### src/rtl/lightwave_pkg.sv
// lightWave shared types and constants for the button input path.
// Holds debounce FSM state encodings and the 100 MHz default interval.
package lightwave_pkg;

    // 10 ms at 100 MHz
    localparam int DEBOUNCE_CYCLES_DEFAULT = 1_000_000;

    typedef enum logic [1:0] {
        DB_ZERO  = 2'b00,
        DB_WAIT1 = 2'b01,
        DB_ONE   = 2'b10,
        DB_WAIT0 = 2'b11
    } db_state_t;

endpackage

### src/rtl/sync_2ff.sv
// Flop chain of configurable depth, cleared by synchronous reset.
// Used as a metastability synchroniser on lightWave input pins.
module sync_2ff #(
    parameter int DEPTH = 2
) (
    input  logic clk,
    input  logic rst,
    input  logic d,
    output logic q
);

    logic [DEPTH-1:0] chain;

    always_ff @(posedge clk) begin
        if (rst) begin
            chain <= '0;
        end else begin
            chain[0] <= d;
            for (int i = 1; i < DEPTH; i++) begin
                chain[i] <= chain[i-1];
            end
        end
    end

    assign q = chain[DEPTH-1];

endmodule

### src/rtl/debounce.sv
// Push-button debouncer: synchroniser plus 4-state stability-timing FSM.
// Define DEBOUNCE_SYNC_EN for a two-flop synchroniser (else one flop).
module debounce
    import lightwave_pkg::*;
#(
    parameter int DEBOUNCE_CYCLES = DEBOUNCE_CYCLES_DEFAULT,
    parameter int CNT_W           = $clog2(DEBOUNCE_CYCLES)
) (
    input  logic clk,
    input  logic rst,
    input  logic noisy_in,
    output logic db_out,
    output logic busy
);

`ifdef DEBOUNCE_SYNC_EN
    localparam int SYNC_DEPTH = 2;
`else
    localparam int SYNC_DEPTH = 1;
`endif

    localparam logic [CNT_W-1:0] CNT_MAX = CNT_W'(DEBOUNCE_CYCLES - 1);

    logic             s;
    db_state_t        state;
    logic [CNT_W-1:0] count;

    sync_2ff #(
        .DEPTH (SYNC_DEPTH)
    ) u_sync (
        .clk (clk),
        .rst (rst),
        .d   (noisy_in),
        .q   (s)
    );

    always_ff @(posedge clk) begin
        if (rst) begin
            state <= DB_ZERO;
            count <= '0;
        end else begin
            case (state)
                DB_ZERO: begin
                    if (s) begin
                        state <= DB_WAIT1;
                        count <= '0;
                    end
                end
                DB_WAIT1: begin
                    if (!s) begin
                        state <= DB_ZERO;
                    end else if (count == CNT_MAX) begin
                        state <= DB_ONE;
                    end else begin
                        count <= count + CNT_W'(1);
                    end
                end
                DB_ONE: begin
                    if (!s) begin
                        state <= DB_WAIT0;
                        count <= '0;
                    end
                end
                DB_WAIT0: begin
                    if (s) begin
                        state <= DB_ONE;
                    end else if (count == CNT_MAX) begin
                        state <= DB_ZERO;
                    end else begin
                        count <= count + CNT_W'(1);
                    end
                end
                default: begin
                    state <= DB_ZERO;
                end
            endcase
        end
    end

    // Moore outputs: the level holds its old value while a change is timed
    assign db_out = (state == DB_ONE) || (state == DB_WAIT0);
    assign busy   = (state == DB_WAIT1) || (state == DB_WAIT0);

endmodule
### config.mk
export PLATFORM = sky130hd
export DESIGN_NAME = debounce
export DESIGN_NICKNAME = d
export VERILOG_FILES = /design/src/rtl/lightwave_pkg.sv /design/src/rtl/sync_2ff.sv /design/src/rtl/debounce.sv
export SDC_FILE = /design/constraint.sdc
export NUM_CORES = 1
export LEC_CHECK = 0
export CAP_MARGIN = 20
export CORE_UTILIZATION = 50
export DETAILED_ROUTE_END_ITERATION = 10
export PLACE_DENSITY = 0.7
export SYNTH_ARGS = -nofsm -noshare
export SYNTH_HDL_FRONTEND = slang
export SYNTH_HIERARCHICAL = 1
export SYNTH_SLANG_ARGS = --single-unit
### constraint.sdc
create_clock -name clk -period 2.1 [get_ports clk]
set_clock_uncertainty 0.05 [all_clocks]
set_input_delay 0.21 -clock clk [delete_from_list [all_inputs] [get_ports clk]]
set_output_delay 0.21 -clock clk [all_outputs]
set_load 0.05 [all_outputs]
Word level (Yosys, flattened, before mapping)
Index checks and enable logic that the tools add are counted.

Register bits after elaboration: 23. Bits in latches: 0. RAM bits: 0. Bits in read-only memories: 0. Input bits: 3. Logic and storage cells: 32. Memories: 0.

Add/sub/neg operators: 1. Multipliers: 0. Div/mod/pow operators: 0. Order comparisons: 0. Equal/unequal tests: 10. Shift operators: 0. Multiplexer cells: 13. Bitwise operators: 0. Reductions and logical operators: 5.

Operator list (number): 20-bit 2-to-1 mux (5); 20-bit case mux with 4 select lines (1); 20-bit by 1-bit adder with 20-bit output (second input constant) (1); 20-bit equality test (second input constant) (1); 2-bit 2-to-1 mux (6); 2-bit case mux with 4 select lines (1); 4-bit AND reduction (2); 2-bit equality test (second input constant) (2); 2-bit by 1-bit inequality test with 1-bit output (second input constant) (2); 2-bit inequality test (second input constant) (2); 3-bit by 2-bit inequality test with 1-bit output (second input constant) (1); 3-bit inequality test (second input constant) (1); 2-bit by 1-bit equality test with 1-bit output (second input constant) (1); 2-bit logical NOT (1); 1-bit logical OR (2).

Depth between registers and ports, before layout
Gate-level depths: netlist of the first run.

Word-level depth: 4. Mapped depth: 8. Depth with buffers taken out: 6.

By module
The synthesis of the first run kept the hierarchy.

By module, submodules not included: debounce (times used 1, cells each 146, area an instance 1177.4 um^2, seq. area each 440.4 um^2); sync_2ff (times used 1, cells each 2, area an instance 33.8 um^2, seq. area each 20.0 um^2).

Worst setup path after synthesis of the first run
OpenSTA, ideal clock, no wires.

Kind: register to register. Start point: register count[0]. End point: register count[11]. Arrival: 1.932 ns. Path slack: 0.048 ns. Stages on the path, launching flop included: 8. Period minus slack after synthesis: 2.052 ns. Cells stage by stage: dfxtp_1 > ha_1 > and2_1 > nand4_1 > o21ai_1 > buf_4 > or4_2 > a21oi_1.

Longest elaborated chain between the ends: 4. Elaborated cells between the ends (all ways): 6. Classes of those cells: 1 x add/sub; 1 x eq/ne; 4 x mux.

Ends and longest elaborated chain: start: declaration (RTL line debounce.sv:26) `logic [CNT_W-1:0] count;`; start signal: assignment (RTL line debounce.sv:55) `count <= count + CNT_W'(1);`; start signal: assignment (RTL line debounce.sv:70) `count <= count + CNT_W'(1);`; 20-bit by 1-bit adder with 20-bit output / 20-bit equality test (equally long branches); 20-bit 2-to-1 mux * (RTL line debounce.sv:52, debounce.sv:67); 20-bit 2-to-1 mux, on equally long branches (RTL line debounce.sv:65, debounce.sv:50); 20-bit case mux with 4 select lines * (RTL line debounce.sv:42) `case (state)`.

Mark *: on every way between the ends. The rest lies on a longest branch, timed or not. The select of a mux whose other input is x is not followed. A chain may end at the register's enable or synchronous reset.

Worst setup path in the final report of the first run
Start point: register count[9]. End point: register count[18].

The elaborated chain is that of the path after synthesis.

==> results.sh, run 1 <==
export IMPL_hold_viol=0
export IMPL_cp_data_arrival_time_ns=2.21
export IMPL_place_congestion=0.8142
export IMPL_htree_num_levels=1
export IMPL_path_max_fanout=5
export IMPL_finalSetupViolations=0
export IMPL_nets=168
export IMPL_ys_ff_latch=23
export IMPL_via_count=1168
export IMPL_drt_wl_total_um=2638
export IMPL_ios=5
export IMPL_die_x_um=51.22
export IMPL_syn_avg_cell_area_um2=8.184
export IMPL_die_h_um=51.22
export IMPL_max_freq_ghz=0.5013
export IMPL_hp_class="in -> reg"
export IMPL_drtAntennaViolNets=0
export IMPL_ys_types=40
export IMPL_grt_util_all_layers_pct=22.95
export IMPL_power_frac_comb_pct=6.9
export IMPL_std_cell_rows=17
export IMPL_fin_crit_sh_pct=95.00
export IMPL_rsz0062_at_grt="no"
export IMPL_drcViolationCount=0
export IMPL_synth_area_mm2=0.001211
export IMPL_diodes=0
export IMPL_cp_slowest_stage_delay_ns=0.55
export IMPL_synth_ff_type="dfxtp_1"
export IMPL_grt_pass1_wl_um=4388
export IMPL_synth_edff_count=0
export IMPL_cts_clk_slew_worst_paths_ns=0.13
export IMPL_first_pass_iters=4
export IMPL_drive_gt1_share_pct=17.18
export IMPL_async_flop_share_pct=0
export IMPL_seq_power_share_pct=63.3
export IMPL_port_buffers=4
export IMPL_critPathTopFamily="simple AND/OR/NAND/NOR gates"
export IMPL_r2r_end="count[18]"
export IMPL_reg2reg_depth=5
export IMPL_path_class="reg -> reg"
export IMPL_syn_num_nets=152
export IMPL_grt_pass1_vias=1019
export IMPL_switching_share_pct=23.88
export IMPL_cp_start_kind="register"
export IMPL_stdcell_count=191
export IMPL_via_per_inst=6.115
export IMPL_vdd_drop_max_uv=485.1
export IMPL_max_slew_margin_pct=67.18
export IMPL_cp_startpoint="count[9]"
export IMPL_antenna_found_initial=0
export IMPL_setup_total_negative_slack_ns=0
export IMPL_holdWs_ns=0.4086
export IMPL_rrSetupSlack_ns=0.11
export IMPL_crit_required_ns=2.31
export IMPL_worst_path_stages=5
export IMPL_area_delta_synth_final_pct=14.05
export IMPL_r2r_start="count[9]"
export IMPL_fin_crit_ns=1.995
export IMPL_start_util_pct=53.72
export IMPL_status="finished, final reports clean"
export IMPL_cap_violations=0
export IMPL_critPathBufInv=0
export IMPL_post_place_cells=183
export IMPL_worst_pin_slew_ns=0.4910
export IMPL_drtIter0Drc=27
export IMPL_grt_max_degree=21
export IMPL_clock_sinks=23
export IMPL_cts_tree="built"
export IMPL_grt_overflow_total=0
export IMPL_critPathCaptureType="register"
export IMPL_core_mm2=0.002255
export IMPL_p_sw_w=0.0001660
export IMPL_fillers=209
export IMPL_most_common_layout_cells="dfxtp_1 (23), buf_4 (15), a21oi_1 (14), nand3_1 (13), nand2_1 (13)"
export IMPL_power_leakage_nw=0.4481
export IMPL_tritoncts_num_buffers=3
export IMPL_wl_per_cell_um=13.81
export IMPL_endpoint="count[18]"
export IMPL_dp_final_hpwl_um=1925
export IMPL_yosys_warnings=6
export IMPL_power_per_cell_area_mw_per_mm2=503.3
export IMPL_p_total_w=0.0006952
export IMPL_synthCells=148
export IMPL_pwr_share_clk_pct=29.8
export IMPL_cts_path_max_buffers=2
export IMPL_holdCritStartpoint="noisy_in"
export IMPL_internal_power_w=0.0005292
export IMPL_dieArea_mm2=0.002623
export IMPL_cts_root_buf="clkbuf_4"
export IMPL_finalMaxSlewViolations=0
export IMPL_yosysSeqAreaShare_pct=38.02
export IMPL_clk_latency_ns=0.32
export IMPL_layout_commonest_cell="dfxtp_1"
export IMPL_cp_slowest_cell="or4_1"
export IMPL_crit_chain="nand4_2, or2_0, or4_1, or3_1, a31oi_1"
[final cells by class]
cell class                 instances  area [um^2]  area share [%]
inverter                           2        7.507          0.5435
multi-input combinational        115        698.2           50.54
timing repair buffer              19        152.6           11.05
clock buffer                       3        22.52           1.630
sequential                        23        460.4           33.33
clock inverter                     1        5.005          0.3623
tap                               28        35.03           2.536
[cells by family (layout without fill, tap and decap cells)]
kind of cell / count (synthesis) / count (layout) / share of synthesized area [%]
AO/OA/AOI/OAI: 38 / 38 / 19.53
buffers and inverters: 10 / 25 / 5.061
flip-flops: 23 / 23 / 38.02
AND/OR/NAND/NOR: 73 / 73 / 34.09
XOR/XNOR: 2 / 2 / 1.447
adder cells (fa/ha/maj): 1 / 1 / 1.033
multiplexers: 1 / 1 / 0.8265
[worst reg2reg max path: stages (launching register included)]
cell and delay (ns):
dfxtp_1 0.45, nand4_2 0.17, or2_0 0.24, or4_1 0.55
or3_1 0.33, a31oi_1 0.16
[worst min path at each step]
stage	cells after the start	slack, ns	end
floorplan	1	0.22	u_sync/q
global route	2	0.40	u_sync/q
detailed placement	2	0.42	register
CTS	2	0.39	u_sync/q
global placement	2	0.40	register
finish	2	0.41	u_sync/q
[state kept, by name (all words and copies together) (netlist names), named ones only]
register,cells
count,20
state,1
u_sync/q,1
[what timing repair did]
item | CTS | global route
hold buffers | 0 | 0
gates resized for setup | 0 | 2
setup endpoints to repair | 0 | 1
buffers inserted | 0 | 4
[cell usage after synthesis, types with 2 or more instances]
master    instances  share of area, %
dfxtp_1          23                38
a21oi_1          15               6.2
nand3_1          14               5.8
nand2_1          13               4.0
nor2_1           10               3.1
o21ai_0           6               2.5
o31ai_1           6               3.7
or3_1             6               3.1
or4_1             6               3.7
clkbuf_1          4               1.2
and3_1            3               1.5
nand4_1           3               1.5
nor4_1            3               1.5
a311o_1           2               1.7
a31oi_1           2               1.0
and2_1            2               1.0
and4_1            2               1.4
buf_4             2               1.2
inv_1             2              0.62
nor3_1            2              0.83
nor3b_1           2               1.2
xor2_1            2               1.4
[through the flow]
step | cell area, um^2 | utilization (%) | setup WS, ns
detailed placement | 1315 | 58.32 | 0.1294
floorplan | 1211 | - | 0.04753
global route | 1381 | 61.27 | 0.01338
CTS | 1343 | 59.55 | 0.1009
global placement | 1315 | 58.32 | 0.1749
finish | 1381 | 61.27 | 0.1050
[layer usage]
layer / GRT usage (%) / part of all wire [%]
met5: 0 / 0
met4: 12.16 / 2.5
met3: 7.143 / 3.6
met2: 35.53 / 45
met1: 28.36 / 49
[power groups by stage]
stage	Combinational, W	Sequential (W)	Clock (W)
floorplan	0.0000293	0.000450	0
global placement	0.0000404	0.000450	0
detailed placement	0.0000414	0.000450	0
CTS	0.0000415	0.000440	0.000214
global route	0.0000520	0.000440	0.000225
finish	0.0000478	0.000440	0.000207
No activity file was read; power rests on OpenSTA's default activity.
==> run 2, diff against run 1 <==
Settings changed: CTS_BUF_LIST from default to sky130_fd_sc_hd__clkbuf_8, DONT_BUFFER_PORTS from default to 1, PLACE_DENSITY 0.7 to 0.68, TNS_END_PERCENT from default to 5.
==> run 2 against run 1 <==
Cell count is 2.6% lower; largest cell class unchanged; sequential power hardly changed; largest power group unchanged; critical path depth is 2 higher; highest routed layer unchanged.
==> results.sh, run 2 (synthesis results as in run 1) <==
export IMPL_grt_pass1_wl_um=4498
export IMPL_cap_violations=0
export IMPL_multi_input_area_um2=689.4
export IMPL_max_freq_ghz=0.5067
export IMPL_drtIter0Drc=32
export IMPL_first_pass_iters=4
export IMPL_cp_data_arrival_time_ns=2.12
export IMPL_via_count=1145
export IMPL_nets=163
export IMPL_grt_overflow_total=0
export IMPL_area_delta_synth_final_pct=11.47
export IMPL_antenna_found_initial=0
export IMPL_die_h_um=51.22
export IMPL_r2r_end="count[15]"
export IMPL_power_per_cell_area_mw_per_mm2=553.6
export IMPL_fin_crit_sh_pct=93.97
export IMPL_seq_area_um2=465.4
export IMPL_finalMaxSlewViolations=0
export IMPL_top_register="count"
export IMPL_grt_pass1_vias=1046
export IMPL_rrSetupSlack_ns=0.13
export IMPL_start_util_pct=53.72
export IMPL_status="finished, final reports clean"
export IMPL_place_congestion=0.8360
export IMPL_crit_required_ns=2.24
export IMPL_cts_tree="built"
export IMPL_vdd_drop_max_uv=440.0
export IMPL_rsz0062_at_grt="no"
export IMPL_layout_commonest_cell="dfxtp_1"
export IMPL_hp_class="in -> reg"
export IMPL_die_x_um=51.22
export IMPL_drive_gt1_share_pct=17.09
export IMPL_cts_root_buf="clkbuf_8"
export IMPL_max_slew_margin_pct=70.39
export IMPL_r2r_start="count[0]"
export IMPL_cp_startpoint="count[0]"
export IMPL_path_max_fanout=16
export IMPL_reg2reg_depth=7
export IMPL_via_per_inst=6.156
export IMPL_hold_viol=0
export IMPL_drt_wl_total_um=2752
export IMPL_critPathCaptureType="register"
export IMPL_ios=5
export IMPL_path_class="reg -> reg"
export IMPL_endpoint="count[15]"
export IMPL_clock_sinks=23
export IMPL_grt_max_degree=17
export IMPL_wl_per_cell_um=14.80
export IMPL_power_leakage_nw=0.4400
export IMPL_cts_path_max_buffers=2
export IMPL_drtAntennaViolNets=0
export IMPL_drcViolationCount=0
export IMPL_core_mm2=0.002255
export IMPL_dp_final_hpwl_um=1952
export IMPL_fillers=224
export IMPL_p_total_w=0.0007474
export IMPL_std_cell_rows=17
export IMPL_diodes=0
export IMPL_dieArea_mm2=0.002623
export IMPL_worst_pin_slew_ns=0.4407
export IMPL_fin_crit_ns=1.973
export IMPL_tritoncts_num_buffers=3
export IMPL_most_common_layout_cells="dfxtp_1 (19), a21oi_1 (15), nand3_1 (14), nand2_1 (13), buf_4 (13)"
export IMPL_cp_start_kind="register"
export IMPL_cts_clk_slew_worst_paths_ns=0.08
export IMPL_htree_num_levels=1
export IMPL_clk_latency_ns=0.27
export IMPL_grt_util_all_layers_pct=23.17
export IMPL_setup_total_negative_slack_ns=0
export IMPL_largest_reg_flops=20
export IMPL_port_buffers=0
export IMPL_finalSetupViolations=0
## run 2: cell count changes in the layout (fill, tap and decap cells not counted), sizes merged
cell           previous run  this run
dlygate4sd3               0         1
clkinv                    1         0
inv                       2         3
buf                      15        13
clkdlybuf4s50             4         0
## run 2: through the flow
stage | std cells | hold WS [ns] | instance area (um^2) | setup WS (ns) | util (%)
floorplan | 148 | 0.2243 | 1211 | 0.04753 | -
global placement | 180 | 0.2255 | 1282 | 0.1655 | 56.88
detailed placement | 180 | 0.2260 | 1282 | 0.1068 | 56.88
CTS | 185 | 0.01555 | 1338 | 0.07492 | 59.32
global route | 186 | 0.01497 | 1350 | 0.01659 | 59.88
finish | 186 | 0.02006 | 1350 | 0.1266 | 59.88
## run 2: where the power goes
| group | leakage (nW) | internal [W] | switching, W |
|---|---|---|---|
| sequential | 0.188 | 0.000438 | 0.00000157 |
| combinational | 0.225 | 0.0000101 | 0.0000257 |
| clock | 0.0269 | 0.000131 | 0.000142 |
## run 2: worst min-delay path by stage
| stage | start | to | slack (ns) | cells after the start |
|---|---|---|---|---|
| after floorplan | rst | u_sync/q | 0.22 | 1 |
| after global placement | rst | u_sync/q | 0.23 | 1 |
| after detailed placement | rst | u_sync/q | 0.23 | 1 |
| after CTS | noisy_in | u_sync/q | 0.02 | 1 |
| after global routing | noisy_in | u_sync/q | 0.01 | 1 |
| final | noisy_in | u_sync/q | 0.02 | 1 |
## run 2: layout make-up
cell class / instances / share of cell area (%)
multi-input cells: 115 / 51.07
clock inverters: 1 / 0.2780
clock buffers: 3 / 3.058
inverters: 2 / 0.5561
flip-flops and latches: 23 / 34.48
repair buffers: 14 / 7.970
well taps: 28 / 2.595
## run 2: per-layer routing
layer  wire length, um  global-route usage [%]
met4                75                   13.51
met3                58                   2.976
met2              1343                   39.91
met5                 0                       0
met1              1274                   27.34
## run 2: worst max-delay path: stages, from the launching register on
cell     delay (ns)
dfxtp_1        0.32
ha_1           0.20
and2_1         0.19
nand4_1        0.12
o21ai_1        0.13
buf_4          0.22
or4_1          0.50
a21oi_1        0.16
## run 2: what timing repair did
| item | CTS | global route |
|---|---|---|
| resized for setup | 0 | 4 |
| hold buffers | 1 | 0 |
| endpoints found under the hold margin | 8 | 0 |
| buffers inserted | 0 | 1 |
| setup endpoints to repair | 0 | 5 |
